[config.mk]
export PLATFORM = sky130hd
export DESIGN_NAME = mem_access_unit
export DESIGN_NICKNAME = d
export VERILOG_FILES = /design/src/rtl/mem_access_unit.sv
export SDC_FILE = /design/constraint.sdc
export NUM_CORES = 1
export LEC_CHECK = 0
export CAP_MARGIN = 20
export CORE_UTILIZATION = 35
export CTS_CLUSTER_DIAMETER = 100
export DETAILED_ROUTE_END_ITERATION = 8
export GPL_TIMING_DRIVEN = 0
export PLACE_DENSITY = 0.65
export SYNTH_ARGS = -nofsm -noshare
export SYNTH_HDL_FRONTEND = slang
export SYNTH_SLANG_ARGS = --single-unit
[constraint.sdc]
create_clock -name clk -period 2.1 [get_ports clk]
set_clock_uncertainty 0.15 [all_clocks]
set_input_delay 0.21 -clock clk [delete_from_list [all_inputs] [get_ports clk]]
set_output_delay 0.21 -clock clk [all_outputs]
set_load 0.01 [all_outputs]
[src/rtl/mem_access_unit.sv]
// EX/MEM memory access stage: issues single data-bus transactions for loads and stores,
// stalls the pipeline while the bus is busy, and hands a registered result to MEM/WB.
module mem_access_unit #(
  parameter int unsigned MAX_WAIT = 15
) (
  input  logic        clk,
  input  logic        rst_n,
  input  logic        instr_valid_ex_i,
  input  logic [31:0] pc_ex_i,
  input  logic        rf_we_ex_i,
  input  logic [4:0]  wr_ex_i,
  input  logic [31:0] alu_res_ex_i,
  input  logic [31:0] wdata_ex_i,
  input  logic        mem_re_i,
  input  logic        mem_we_i,
  input  logic [1:0]  mem_size_i,
  input  logic        mem_unsigned_i,
  output logic        dmem_req_o,
  output logic        dmem_we_o,
  output logic [31:0] dmem_addr_o,
  output logic [3:0]  dmem_be_o,
  output logic [31:0] dmem_wdata_o,
  input  logic        dmem_ack_i,
  input  logic [31:0] dmem_rdata_i,
  output logic        stall_o,
  output logic [31:0] pc_mem_o,
  output logic        instr_valid_mem_o,
  output logic        rf_we_mem_o,
  output logic [4:0]  wr_mem_o,
  output logic [31:0] wd_mem_o,
  output logic        misalign_o,
  output logic        timeout_o
);

  typedef enum logic {IDLE = 1'b0, BUSY = 1'b1} state_t;

  state_t      state_r, state_s;
  logic [7:0]  cnt_r, cnt_s;
  logic [31:0] lpc_r, lpc_s;
  logic        lrf_we_r, lrf_we_s;
  logic [4:0]  lwr_r, lwr_s;
  logic [1:0]  loff_r, loff_s, lsize_r, lsize_s;
  logic        luns_r, luns_s;
  logic        req_r, req_s, bwe_r, bwe_s;
  logic [31:0] addr_r, addr_s, bwdata_r, bwdata_s;
  logic [3:0]  be_r, be_s;
  logic [31:0] pc_r, pc_s, wd_r, wd_s;
  logic        valid_r, valid_s, rf_we_r, rf_we_s, mis_r, mis_s, tmo_r, tmo_s;
  logic [4:0]  wr_r, wr_s;
  logic        stall_s, is_mem_s, misal_s;
  logic [3:0]  be_calc_s;
  logic [31:0] wdata_calc_s, shifted_s, load_s;

  // Access decode for the incoming instruction and load-data extraction for the pending one
  always_comb begin
    is_mem_s  = instr_valid_ex_i & (mem_re_i | mem_we_i);
    shifted_s = dmem_rdata_i >> {loff_r, 3'b000};
    case (mem_size_i)
      2'b00: begin
        misal_s      = 1'b0;
        be_calc_s    = 4'b0001 << alu_res_ex_i[1:0];
        wdata_calc_s = {4{wdata_ex_i[7:0]}};
      end
      2'b01: begin
        misal_s      = alu_res_ex_i[0];
        be_calc_s    = 4'b0011 << {alu_res_ex_i[1], 1'b0};
        wdata_calc_s = {2{wdata_ex_i[15:0]}};
      end
      default: begin
        misal_s      = (alu_res_ex_i[1:0] != 2'b00);
        be_calc_s    = 4'b1111;
        wdata_calc_s = wdata_ex_i;
      end
    endcase
    case (lsize_r)
      2'b00:   load_s = luns_r ? {24'd0, shifted_s[7:0]} : {{24{shifted_s[7]}}, shifted_s[7:0]};
      2'b01:   load_s = luns_r ? {16'd0, shifted_s[15:0]} : {{16{shifted_s[15]}}, shifted_s[15:0]};
      default: load_s = shifted_s;
    endcase
  end

  // Next-state, bus request and result computation
  always_comb begin
    state_s  = state_r;
    cnt_s    = cnt_r;
    lpc_s    = lpc_r;
    lrf_we_s = lrf_we_r;
    lwr_s    = lwr_r;
    loff_s   = loff_r;
    lsize_s  = lsize_r;
    luns_s   = luns_r;
    req_s    = req_r;
    bwe_s    = bwe_r;
    addr_s   = addr_r;
    be_s     = be_r;
    bwdata_s = bwdata_r;
    pc_s     = pc_r;
    wr_s     = wr_r;
    wd_s     = wd_r;
    valid_s  = 1'b0;
    rf_we_s  = 1'b0;
    mis_s    = 1'b0;
    tmo_s    = 1'b0;
    stall_s  = 1'b0;
    case (state_r)
      IDLE: begin
        if (is_mem_s && !misal_s) begin
          lpc_s    = pc_ex_i;
          lrf_we_s = rf_we_ex_i & mem_re_i & ~mem_we_i & (wr_ex_i != 5'd0);
          lwr_s    = wr_ex_i;
          loff_s   = alu_res_ex_i[1:0];
          lsize_s  = mem_size_i;
          luns_s   = mem_unsigned_i;
          req_s    = 1'b1;
          bwe_s    = mem_we_i;
          addr_s   = {alu_res_ex_i[31:2], 2'b00};
          be_s     = be_calc_s;
          bwdata_s = wdata_calc_s;
          cnt_s    = 8'd0;
          state_s  = BUSY;
          stall_s  = 1'b1;
        end else if (instr_valid_ex_i) begin
          // Non-memory or misaligned: pass through in one cycle, misaligned never writes back
          valid_s = 1'b1;
          pc_s    = pc_ex_i;
          wr_s    = wr_ex_i;
          wd_s    = alu_res_ex_i;
          mis_s   = is_mem_s;
          rf_we_s = rf_we_ex_i & ~is_mem_s & (wr_ex_i != 5'd0);
        end else begin
          valid_s = 1'b0;
        end
      end
      BUSY: begin
        if (dmem_ack_i) begin
          req_s   = 1'b0;
          state_s = IDLE;
          valid_s = 1'b1;
          pc_s    = lpc_r;
          wr_s    = lwr_r;
          wd_s    = load_s;
          rf_we_s = lrf_we_r;
        end else if (cnt_r == 8'(MAX_WAIT - 1)) begin
          req_s   = 1'b0;
          state_s = IDLE;
          valid_s = 1'b1;
          pc_s    = lpc_r;
          wr_s    = lwr_r;
          tmo_s   = 1'b1;
          cnt_s   = cnt_r + 8'd1;
        end else begin
          cnt_s   = cnt_r + 8'd1;
          stall_s = 1'b1;
        end
      end
      default: begin
        state_s = IDLE;
        req_s   = 1'b0;
      end
    endcase
  end

  // State and registered-output update
  always_ff @(posedge clk or negedge rst_n) begin
    if (!rst_n) begin
      state_r  <= IDLE;
      cnt_r    <= 8'd0;
      lpc_r    <= 32'd0;
      lrf_we_r <= 1'b0;
      lwr_r    <= 5'd0;
      loff_r   <= 2'd0;
      lsize_r  <= 2'd0;
      luns_r   <= 1'b0;
      req_r    <= 1'b0;
      bwe_r    <= 1'b0;
      addr_r   <= 32'd0;
      be_r     <= 4'd0;
      bwdata_r <= 32'd0;
      pc_r     <= 32'd0;
      wr_r     <= 5'd0;
      wd_r     <= 32'd0;
      valid_r  <= 1'b0;
      rf_we_r  <= 1'b0;
      mis_r    <= 1'b0;
      tmo_r    <= 1'b0;
    end else begin
      state_r  <= state_s;
      cnt_r    <= cnt_s;
      lpc_r    <= lpc_s;
      lrf_we_r <= lrf_we_s;
      lwr_r    <= lwr_s;
      loff_r   <= loff_s;
      lsize_r  <= lsize_s;
      luns_r   <= luns_s;
      req_r    <= req_s;
      bwe_r    <= bwe_s;
      addr_r   <= addr_s;
      be_r     <= be_s;
      bwdata_r <= bwdata_s;
      pc_r     <= pc_s;
      wr_r     <= wr_s;
      wd_r     <= wd_s;
      valid_r  <= valid_s;
      rf_we_r  <= rf_we_s;
      mis_r    <= mis_s;
      tmo_r    <= tmo_s;
    end
  end

  // Stall is gated by reset so it drops immediately, even if EX presents a memory op
  assign stall_o           = stall_s & rst_n;
  assign dmem_req_o        = req_r;
  assign dmem_we_o         = bwe_r;
  assign dmem_addr_o       = addr_r;
  assign dmem_be_o         = be_r;
  assign dmem_wdata_o      = bwdata_r;
  assign pc_mem_o          = pc_r;
  assign instr_valid_mem_o = valid_r;
  assign rf_we_mem_o       = rf_we_r;
  assign wr_mem_o          = wr_r;
  assign wd_mem_o          = wd_r;
  assign misalign_o        = mis_r;
  assign timeout_o         = tmo_r;

endmodule

==> results of run 1 <==
[per-layer routing]
layer  track usage [%]  vias to the layer above
met2              36.7                      298
li1                  -                     3815
met1              30.5                     3866
met4              6.17                        0
met5                 0                        -
met3              5.75                       44
[power breakdown]
part | total [W] | internal (W) | switching [W]
Clock | 0.00334 | 0.00162 | 0.00172
Sequential | 0.00530 | 0.00471 | 0.000590
Combinational | 0.00489 | 0.00274 | 0.00215
Total | 0.0135 | 0.00908 | 0.00445
[cell type report]
cell class / instances / area [sq um]
fillers: 2406 / 12500
inverters: 4 / 15.0
repair buffers: 299 / 3100
multi-input cells: 681 / 4130
clock inverters: 15 / 188
flip-flops and latches: 193 / 4830
clock buffers: 17 / 425
plain buffers: 63 / 375
well taps: 335 / 419
diodes: 1 / 2.50
[logic make-up after synthesis]
group                    Yosys count
AND/OR/NAND/NOR                  411
adder cells (fa/ha/maj)            2
other                              1
buffers and inverters             69
AO/OA/AOI/OAI                    124
flip-flops                       193
multiplexers                     140
XOR/XNOR                           2
[synthesized netlist by cell type, types with 8 or more instances]
library cell / instances
nand2_1: 313
dfrtp_1: 193
mux2_2: 65
nor2_1: 63
mux2i_1: 55
o21ai_0: 42
clkbuf_1: 33
a211oi_1: 32
a21oi_1: 26
buf_2: 19
mux2_4: 19
nand3_1: 13
a221oi_1: 8
[state kept, by name, summed over array words and instances (netlist names), 2 cells and up]
signal / count
dmem_wdata_o: 32
lpc_r: 32
pc_mem_o: 32
wd_mem_o: 32
dmem_addr_o: 30
cnt_r: 8
lwr_r: 5
wr_mem_o: 5
dmem_be_o: 4
loff_r: 2
lsize_r: 2
[how the worst max path moves through the flow]
stage / startpoint / endpoint / slack, ns / depth (start not counted)
final: cnt_r[1] / pc_mem_o[12] / -0.28 / 8
after detailed placement: mem_we_i / loff_r[1] / -0.93 / 6
after floorplan: cnt_r[0] / pc_mem_o[12] / 0.04 / 8
after global placement: rst_n / dmem_wdata_o[20] / -7.94 / 1
after CTS: cnt_r[0] / stall_o / -0.34 / 7
after global routing: cnt_r[1] / stall_o / -0.38 / 6
[critical path, stage by stage (launching register included)]
cell and delay, ns:
dfrtp_1 0.41, ha_2 0.19, nand4bb_1 0.12, or4_4 0.43, buf_4 0.17, nand3_4 0.10
buf_12 0.15, bufbuf_16 0.26, mux2_4 0.29
[timing repair]
| item | in CTS | in global routing |
|---|---|---|
| hold endpoints to repair | 84 | 84 |
| setup buffers | 9 | 2 |
| cloned | 4 | 0 |
| endpoints found under the setup margin | 164 | 140 |
| pin swaps | 2 | 3 |
| gates resized for setup | 20 | 43 |
[through the flow]
stage | std cells | hold slack [ns] | setup WS [ns] | power [W]
after floorplan | 943 | -0.236 | 0.0406 | 0.00745
after global placement | 1561 | 0.301 | -7.94 | 0.00998
after detailed placement | 1562 | 0.117 | -0.932 | 0.0101
after CTS | 1606 | -0.358 | -0.343 | 0.0136
after global routing | 1607 | -0.342 | -0.375 | 0.0143
final | 1608 | -0.386 | -0.281 | 0.0135
==> summary by stage, run 1 <==
STA
The final-layout worst hold slack is -0.386 ns. The worst slew margin relative to its limit is 32.0%. The final critical delay including setup and external delays is 2.38 ns. Setup violations remaining at the end of the flow were counted as 38. In the post-route analysis, the smallest setup slack over all paths is -0.281 ns. In the finished design, the share of the clock period the worst path needs comes to 113%. At the pin with the least slew margin, the transition time is 1.02 ns.

The upper clock frequency limit is 420 MHz. The max-slew violation count is 0. Adding up every negative setup slack in the final design gives -8.07 ns. Setup repair after global routing could not meet its margin everywhere. The number of hold-slack violations in the final timing report is 84.

Global routing
The wire length of the first global-routing pass is 46.7 mm. The global-route usage over all layers is 22.8%. The largest net degree at the start of global routing is 110.

The remaining global-route overflow is 0. The number of global-route vias before repair is 8123. The initial antenna violation count is 1.

Route
The met1 wire length is 13.4 mm. In the routed design, unresolved DRC markers number 0. The ratio of routed vias to standard cells is 4.99. The wire length on met3 is 2.35 mm.

The met2 wire length is 14.0 mm. The via count is 8023. The final wirelength is 30.5 mm. The pre-antenna-repair detailed-routing pass consisted of 5 iterations. The highest layer touched by signal routing is met4. The detailed router finished its first iteration with 518 violations. The count of nets left with antenna violations after detail routing is 0.

After detailed routing, the average wire length per cell comes to 18.9 microns.

Setup path
The top fanout value on the critical path is 6. The worst setup path is captured at a flop. The worst reg2reg path endpoint is pc_mem_o[12]. For flop-to-flop paths, the worst setup slack is -0.28 ns.

The critical path data arrival time is 2.56 ns. The required arrival time at the worst endpoint is 2.27 ns. The source of the worst register-to-register timing path is cnt_r[1].

The critical path class is reg -> reg. The worst setup path is launched from a flop. For the worst flop-to-flop path, the logic depth is 8.

Logic synthesis
The average size of a mapped cell is 9.80 sq um. The predominant post-synthesis flop cell is dfrtp_1. The share of the synthesized area in the top cell type is 52.3%. Yosys mapped the design onto 45 distinct sky130hd cell types. After synthesis, the largest family of logic cells by area is simple AND/OR/NAND/NOR gates.

The number of flops mapped to enable cells by yosys is 0. Summing the areas of all compound-gate instances in the mapped netlist gives 8.66% of the synthesized area. The cell count after synthesis is 942. In this run, synthesis produced a sequential element count of 193.

The part of the Yosys area used for sequential elements is 52.3%. The mux contribution to synthesized area is 17.2%. Sorting the synthesized cells by area gives the leading types as dfrtp_1, nand2_1, mux2_2. The synthesized netlist devotes 0.190% of its cell area to XOR and XNOR gates. Of the total synthesized cell area, the portion taken by AND, OR, NAND and NOR gates is 17.6%. The area of the mapped netlist is 9240 sq um. The biggest area contributor in the post-synthesis netlist is dfrtp_1. Of all flip-flops after synthesis, the portion carrying an async set or reset was 100%. The number of warning messages in the yosys log is 0. After Yosys synthesis, full adders, half adders and majority gates account for 0.271% of the synthesized area.

Final layout
The final net count is 1404. The post-layout instance area is 13500 sq um. The post-route core utilization is 51.9%. In the layout the commonest cells are nand2_1, clkdlybuf4s50_1, dfrtp_1. The share of cells above drive strength 1 is 15.5%. The area growth from synthesis to layout is 46.1%. The leading cell type in the layout, fill and taps excluded is nand2_1.

Clock network
The clock input transition at the sequential cells of the worst setup and hold paths is 0.08 ns. No sink is reached through more buffers than the 2 on the longest clock path. The root cell of the clock tree is clkbuf_16. The number of H-tree levels is 4. Clock tree synthesis found a total of 193 sinks. Clock latency on the worst-skew pair, taken at its later pin, is 0.43 ns. The CTS tree is yes. Counting the buffers created by CTS gives 17.

Die
The area of the core region is 26000 sq um. The floorplan step defined a die boundary enclosing 27000 sq um. The total number of placement rows is 59.

Once the floorplan was initialized, standard cells occupied 35.5% of the core. The floorplan step set the die width to 164 microns. The count of pins on the block boundary is 287. The chip height is 164 microns.

Min path
The worst hold path belongs to the class in -> async.

Power
The highest ir drop seen on vdd is 466 uV. The analysis attributes to cell leakage a power of 6.09 nW. In this run the power density over the cells is 1000 nW/um^2.

Run
The total of max-cap violations is 0.

Placed design
Detailed placement ended at an HPWL of 21.8 mm. At the end of routability-driven placement, the weighted congestion stood at 0.869. The port buffer count is 283. Summing all placed instances gives a cell area of 12500 sq um.

Outcome
The run finished, with violations left. The final reports fail on negative hold slack, negative setup slack.
Note: power is estimated with default switching activity, not from simulation.
==> run 2: changes to the inputs <==
PLACE_DENSITY = 0.74   (was 0.65)
==> run 2 against run 1 <==
The run still ends with negative hold slack, negative setup slack left. Via count rose by 0.85%. First-iteration DRC count fell by 16%. Largest cell class unchanged. Maximum frequency down 1.3%. Clock-buffer cell count stayed put. Core utilization decreased by 0.23 points.
==> summary by stage, run 2 (same netlist as run 1, synthesis figures left out) <==
STA
The final count of negative-setup-slack endpoints is 45 (+18%). The setup slack of the critical path after layout is -0.312 ns (-0.0309 ns). The post-route fraction of the period consumed by the critical path is 115% (+1.5 points). The pin slew with the least headroom to its limit came to 0.899 ns (-0.118 ns). The number of hold-slack violations in the final timing report came to 90 (+7.1%).

The total negative setup slack is -7.69 ns (+0.379 ns). The max-slew violation count is 0 (unchanged). Setup repair after global routing could not meet its margin everywhere. The final-layout worst hold slack is -0.402 ns (-0.0156 ns). The worst slew margin relative to its limit is 39.8% (+7.9 points). The upper clock frequency limit came to 415 MHz (-1.3%). The final critical delay including setup and external delays is 2.41 ns (+0.0309 ns).

Clock network
The number of buffers inserted during clock tree synthesis is 17 (unchanged). The number of H-tree levels is 4 (unchanged). The TritonCTS sink count is 193 (unchanged).

The clock insertion delay at the later pin of the skew report is 0.43 ns (about the same). The maximum clock path buffer count is 2 (unchanged). TritonCTS built the clock tree.

The root cell of the clock tree is clkbuf_16. The clock input transition at the sequential cells of the worst setup and hold paths was 0.09 ns (about the same).

Die
The overall die area is 27000 sq um (unchanged). The total number of placement rows is 59 (unchanged). The area of the core region was 26000 sq um (unchanged).

The chip height is 164 microns (unchanged). The floorplan die width was 164 microns (unchanged). The initial core utilization is 35.5% (unchanged).

The count of pins on the block boundary was 287 (unchanged).

Global routing
The global-route usage over all layers came to 23.0% (+0.21 points). The largest net degree at the start of global routing is 104 (-5.5%). The initial antenna violation count came to 3 (+2). The wire length of the first global-routing pass is 46.7 mm (about the same). The number of global-route vias before repair is 8208 (+1.0%).

The remaining global-route overflow is 0 (unchanged).

Final layout
The leading cell type in the layout, fill and taps excluded is nand2_1. In the layout the commonest cells are nand2_1, clkdlybuf4s50_1, dfrtp_1. Compared with the post-synthesis result, the final layout area differs by 45.5%. The post-route core utilization is 51.7% (-0.23 points). The fill cell instance count of the final layout is 2360 (-1.9%). The post-layout instance area is 13400 sq um (-0.44%). The final standard cell count with taps included and fillers excluded is 1608 (unchanged). The share of cells above drive strength 1 was 14.8% (-0.70 points). The final net count was 1403 (-0.071%).

Power
The power density of the placed cells came to 1010 nW/um^2 (+1.2%). The total leakage power was 6.06 nW (-0.52%). The highest ir drop seen on vdd was 515 uV (+10%).

Run
The total of max-cap violations is 0 (unchanged).

Placed design
The cell count after placement is 1562 (unchanged). The port buffer count is 283 (unchanged). The HPWL after detailed placement was 22.6 mm (+3.9%). The total cell area at the placement stage was 12500 sq um (unchanged). The weighted congestion at the end of routability-driven global placement is 0.893 (+2.8%).

Route
The ratio of routed vias to standard cells is 5.03 (+0.85%). The number of search-and-repair iterations in the first detailed-routing pass is 5 (unchanged). The count of nets left with antenna violations after detail routing came to 0 (unchanged). The remaining routing DRC violations came to 0 (unchanged). The via count is 8091 (+0.85%). The final wirelength is 30.8 mm (+1.0%). The post-detailed-route wirelength per cell was 19.1 microns (+1.0%). The number of violations reported at the end of detailed-routing iteration 0 is 435 (-16%).

Setup path
The startpoint type of the worst setup path is a flop. The top fanout value on the critical path is 2 (-4). The required arrival time at the worst endpoint came to 1.74 ns (-0.53 ns). The startpoint identified for the worst register-to-register timing path is cnt_r[0]. The worst setup path is captured at an output pin. The worst setup path startpoint is cnt_r[0]. The critical path data arrival time is 2.05 ns (-0.51 ns). The cell depth of the worst flop-to-flop path came to 9 (+1). The critical path is of the reg -> out type.

Min path
In this run the worst hold path is classified as in -> async.

Outcome
The flow ran to the end, but the final reports show violations. The checks that failed: negative hold slack, negative setup slack.
==> run 2: per-layer routing <==
layer / wire length, microns / GRT usage (%)
met1: 13100 / 29.4
met2: 14400 / 37.3
met3: 2510 / 6.18
met4: 784 / 8.26
met5: 15 / 0
==> run 2: what timing repair did <==
action	CTS	global route
pin swaps	3	1
cloned	2	0
buffers inserted	9	2
resized for setup	24	25
hold endpoints to repair	90	90
setup endpoints to repair	166	132
==> run 2: worst paths after layout <==
| check | to | slack (ns) |
|---|---|---|
| setup / recovery | stall_o | -0.31 |
| min in group clk | luns_r | 0.16 |
| setup reg to reg | pc_mem_o[12] | -0.27 |
| hold / removal | dmem_addr_o[23] | -0.40 |
| hold reg to reg | lpc_r[13] | 0.33 |
| max in group asynchronous | dmem_be_o[1] | 1.22 |
==> run 2: critical path, cell delays in order, from the launching register on <==
cell and delay (ns):
dfrtp_1 0.38, inv_1 0.06, ha_2 0.17, nand4bb_1 0.10
or4_4 0.44, a21boi_4 0.16, and2_4 0.19, buf_6 0.11
==> run 2: final cells by class <==
class	instances	area (sq um)	share of cell area, %
multi-input cells	681	4110	30.6
well taps	335	419	3.12
plain buffers	64	377	2.80
flip-flops and latches	193	4830	36.0
repair buffers	297	3050	22.7
clock buffers	17	425	3.17
diodes	2	5.00	0.0373
inverters	4	15.0	0.112
clock inverters	15	198	1.47
==> run 2: through the flow <==
step,setup WS (ns),total power [W]
final,-0.312,0.0136
after detailed placement,-0.925,0.0101
after global routing,-0.395,0.0144
after floorplan,0.0406,0.00745
after CTS,-0.387,0.0137
after global placement,-7.81,0.0100
==> run 2: power by group <==
| part | switching (W) | internal [W] |
|---|---|---|
| clock network | 0.00179 | 0.00165 |
| logic | 0.00217 | 0.00272 |
| registers | 0.000585 | 0.00471 |
==> edit 1, RTL diff (settings of run 1) <==
Put one more register stage on the output `timeout_o`. The value now appears one clock later. The other outputs are not delayed to match.
--- a/src/rtl/mem_access_unit.sv
+++ b/src/rtl/mem_access_unit.sv
@@ -220,7 +220,9 @@
   assign wr_mem_o          = wr_r;
   assign wd_mem_o          = wd_r;
   assign misalign_o        = mis_r;
-  assign timeout_o         = tmo_r;
+  always_ff @(posedge clk) begin
+    timeout_o <= tmo_r;
+  end
 
 endmodule
 
Check against the original RTL: same outputs for any inputs over 4 cycles, from zero or initial values and one cycle with rst_n low; that may be too few to reach the edited logic, so the function may still have changed.
==> edit 1 against run 1 <==
  * The run still ends with hold timing, setup timing left
  * Global-route usage shrank 0.41 points
  * Sequential share of layout area increased by 0.25 points
  * Synthesized cell count grew 0.11%
  * Sequential cell count grew 1
  * Total power is 1.3% higher
  * Maximum frequency up 0.25%
  * Routed wire length decreased by 1.6%
  * Setup slack better by 5.8 ps
  * Critical path depth down 1
  * Via count about the same
  * Die area grew 0.22%
  * Cell area is 0.28% lower
  * Area after synthesis grew 0.22%
  * Critical path type is now flip-flop to primary output
  * Critical endpoint is now stall_o
  * Largest cell class unchanged
==> edit 1: results (changes against run 1) <==
Hold WS -366 ps (was -386 ps); final setup violation count 126 (was 38); Synth Area in XOR/XNOR 0.189% (was 0.190%); fillers 2,389 (was 2,406); layout cells sized above 1 14.8% (was 15.5%); Reg-to-Reg End pc_mem_o[20]$_DFFE_PN0P_ (was pc_mem_o[12]$_DFFE_PN0P_); top cells by area, synth dfrtp_1 (52%), nand2_1 (13%), mux2_2 (7.9%), mux2i_1 (5.9%), mux2_4 (3.1%) (was dfrtp_1 (52%), nand2_1 (13%), mux2_2 (7.9%), mux2i_1 (6.0%), mux2_4 (3.1%)); last element of the critical path stall_o (was pc_mem_o[12]$_DFFE_PN0P_); failing checks hold timing, setup timing (unchanged); non-filler cells, final 1,609 (was 1,608); multiplexer area fraction after synthesis 17.2% (about the same); adder-cell share of the synthesized area 0.270% (was 0.271%); met1 GRT Util 30.7% (was 30.5%); GPL Wtd Cong 0.884 (was 0.869); postcts setup bufs 10 (was 9); WL final 30,000 µm (was 30,500 µm); WL met3 2150 µm (was 2350 µm); final hold violations 94 (was 84); r2r startpoint cnt_r[0]$_DFFE_PN0P_ (was cnt_r[1]$_DFFE_PN0P_); status complete, but fails checks (unchanged); Routed met2 length 13,700 µm (was 14,000 µm); vias per inst 4.98 (was 4.99); GR Util met2 35.2% (was 36.7%); detailed placement HPWL 21,700 µm (was 21,800 µm); Comb pwr share 35.3% (was 36.1%); Pleak 6.07 nW (was 6.09 nW); Total GRT Usage 22.4% (was 22.8%); CP max FO 2 (was 6); global-route wire length before repair 45,500 µm (was 46,700 µm); cells on worst reg2reg path 9 (was 8); Final TNS setup -12,660 ps (was -8070 ps); Pint 9.21 mW (was 9.08 mW); sequential area share after synthesis 52.4% (was 52.3%); Slew @ Worst Pin 1080 ps (was 1020 ps); post-synthesis compound-gate area fraction 8.64% (was 8.66%); synth unique cells 46 (was 45); Final WS setup -275 ps (was -281 ps); r2r setup slk -210 ps (was -280 ps); pin count of the biggest net entering global routing 100 (was 110)
-- edit 1: cell types whose count changed after synthesis --
cell,change
dfxtp_1,+1
-- edit 1: area by class of cell --
type                    instances  share of cell area (%)
flip-flops and latches        194                    36.0
multi-input cells             681                    30.6
repair buffers                297                    22.5
clock buffers                  17                    3.16
well taps                     335                    3.12
plain buffers                  65                    2.76
clock inverters                15                    1.66
inverters                       4                   0.112
diodes                          1                  0.0186
-- edit 1: cells by family after synthesis --
| group | Yosys count |
|---|---|
| buffers and inverters | 69 |
| DFF | 194 |
| AOI/OAI and AO/OA | 124 |
| and+or+nand+nor | 411 |
| xor gates and xnor gates | 2 |
| other | 1 |
| muxes | 140 |
| adders and majority gates | 2 |
-- edit 1: per-stage QoR --
stage / instance area (µm²) / worst slack (ps)
after CTS: 13400 / -346
after floorplan: 9260 / 40.6
after detailed placement: 12500 / -849
after global routing: 13500 / -359
after global placement: 12500 / -7930
final: 13500 / -275
==> edit 2, RTL diff (flow settings as in run 1) <==
Made on the original files. `MAX_WAIT`: 15 -> 7.
--- a/src/rtl/mem_access_unit.sv
+++ b/src/rtl/mem_access_unit.sv
@@ -1,7 +1,7 @@
 // EX/MEM memory access stage: issues single data-bus transactions for loads and stores,
 // stalls the pipeline while the bus is busy, and hands a registered result to MEM/WB.
 module mem_access_unit #(
-  parameter int unsigned MAX_WAIT = 15
+  parameter int unsigned MAX_WAIT = 7
 ) (
   input  logic        clk,
   input  logic        rst_n,
Check against the original RTL: no difference found for any inputs over 4 cycles, from zero or initial values and one cycle with rst_n low; that may be too few to reach the edited logic, so the function may still have changed.
==> edit 2 against run 1 <==
  * The run ends with hold timing left
  * First-iteration DRC count is 0.19% lower
  * Count of clock-buffer cells in the layout increased by 2
  * Routed wire length grew 0.19%
  * Critical endpoint is now stall_o
  * Sequential cell count is the same
  * Setup slack improved by 320 ps
  * Total power down 1.5%
  * Area after synthesis fell by 0.43%
  * Cell area shrank 0.83%
==> edit 2: results (changes against run 1) <==
status complete, but fails checks (unchanged); failing checks hold timing (was hold timing, setup timing); global-route wire length before repair 46,500 µm (was 46,700 µm); Hold WS -389 ps (was -386 ps); Slew headroom 47.1% (was 32.0%); detailed placement HPWL 22,000 µm (was 21,800 µm); worst vdd ir 0.542 mV (was 0.466 mV); Post-DP Area 12,500 µm² (about the same); Routed met2 length 14,400 µm (was 14,000 µm); fillers 2,318 (was 2,406); vias per inst 4.96 (was 4.99); Total GRT Usage 22.9% (was 22.8%); WL/cell 19.0 µm (was 18.9 µm); final hold violations 77 (was 84); drt initial violations 517 (was 518); final net count 1,406 (was 1,404); Data arrival, critical path 1700 ps (was 2560 ps); met3 usage 6.54% (was 5.75%); met1 GRT Util 29.1% (was 30.5%); via count 7,957 (was 8,023); GPL Wtd Cong 0.891 (was 0.869); Setup WS pre-CTS -862 ps (was -932 ps); initial antenna violation count 0 (was 1); M1 WL 13,100 µm (was 13,400 µm); WL met3 2370 µm (was 2350 µm)
-- edit 2: cell type report --
cell class,count,area share [%]
multi-input cells,682,31.3
flip-flops and latches,193,36.1
inverters,4,0.112
repair buffers,300,22.4
clock inverters,13,0.898
plain buffers,63,2.81
clock buffers,19,3.31
well taps,330,3.09
-- edit 2: kinds of logic (layout without fill, tap and decap cells) --
| group | after synthesis | in the layout | synth area share (%) |
|---|---|---|---|
| adder cells (fa/ha/maj) | 2 | 2 | 0.272 |
| XOR/XNOR | 1 | 1 | 0.0953 |
| buffers and inverters | 67 | 399 | 3.33 |
| other | 1 | 2 | 0.0408 |
| flip-flops | 193 | 193 | 52.5 |
| AO/OA/AOI/OAI | 127 | 127 | 8.78 |
| multiplexers | 139 | 139 | 17.2 |
| AND/OR/NAND/NOR | 411 | 411 | 17.8 |
-- edit 2: critical path, delay by kind of cell, from the launching register on --
kind | cells | cell delay [ps]
DFF | 1 | 460
and+or+nand+nor | 2 | 290
buffers and inverters | 2 | 280
AOI/OAI and AO/OA | 2 | 250
-- edit 2: worst paths after layout --
path                            slack (ps)  depth (start not counted)                           to
worst max-delay path                    40                          6                      stall_o
worst min-delay path                  -390                          1  dmem_addr_o[12]$_DFFE_PN0P_
worst max register to register          60                          7     pc_mem_o[29]$_DFFE_PN0P_
worst min register to register         320                          2        lpc_r[30]$_DFFE_PN0P_
max in group asynchronous             1300                          2     dmem_be_o[2]$_DFFE_PN0P_
min in group clk                       170                          3        loff_r[0]$_DFFE_PN0P_
-- edit 2: timing repair --
action,in CTS,in global routing
setup buffers,8,7
endpoints found under the setup margin,149,117
gates resized for setup,49,33
cloned,0,1
pin swaps,3,0
hold endpoints to repair,77,77
-- edit 2: where the power goes --
group          switching, mW  internal (mW)
logic                   2.17           2.67
registers              0.589           4.72
clock network           1.58           1.60
total                   4.34           8.98
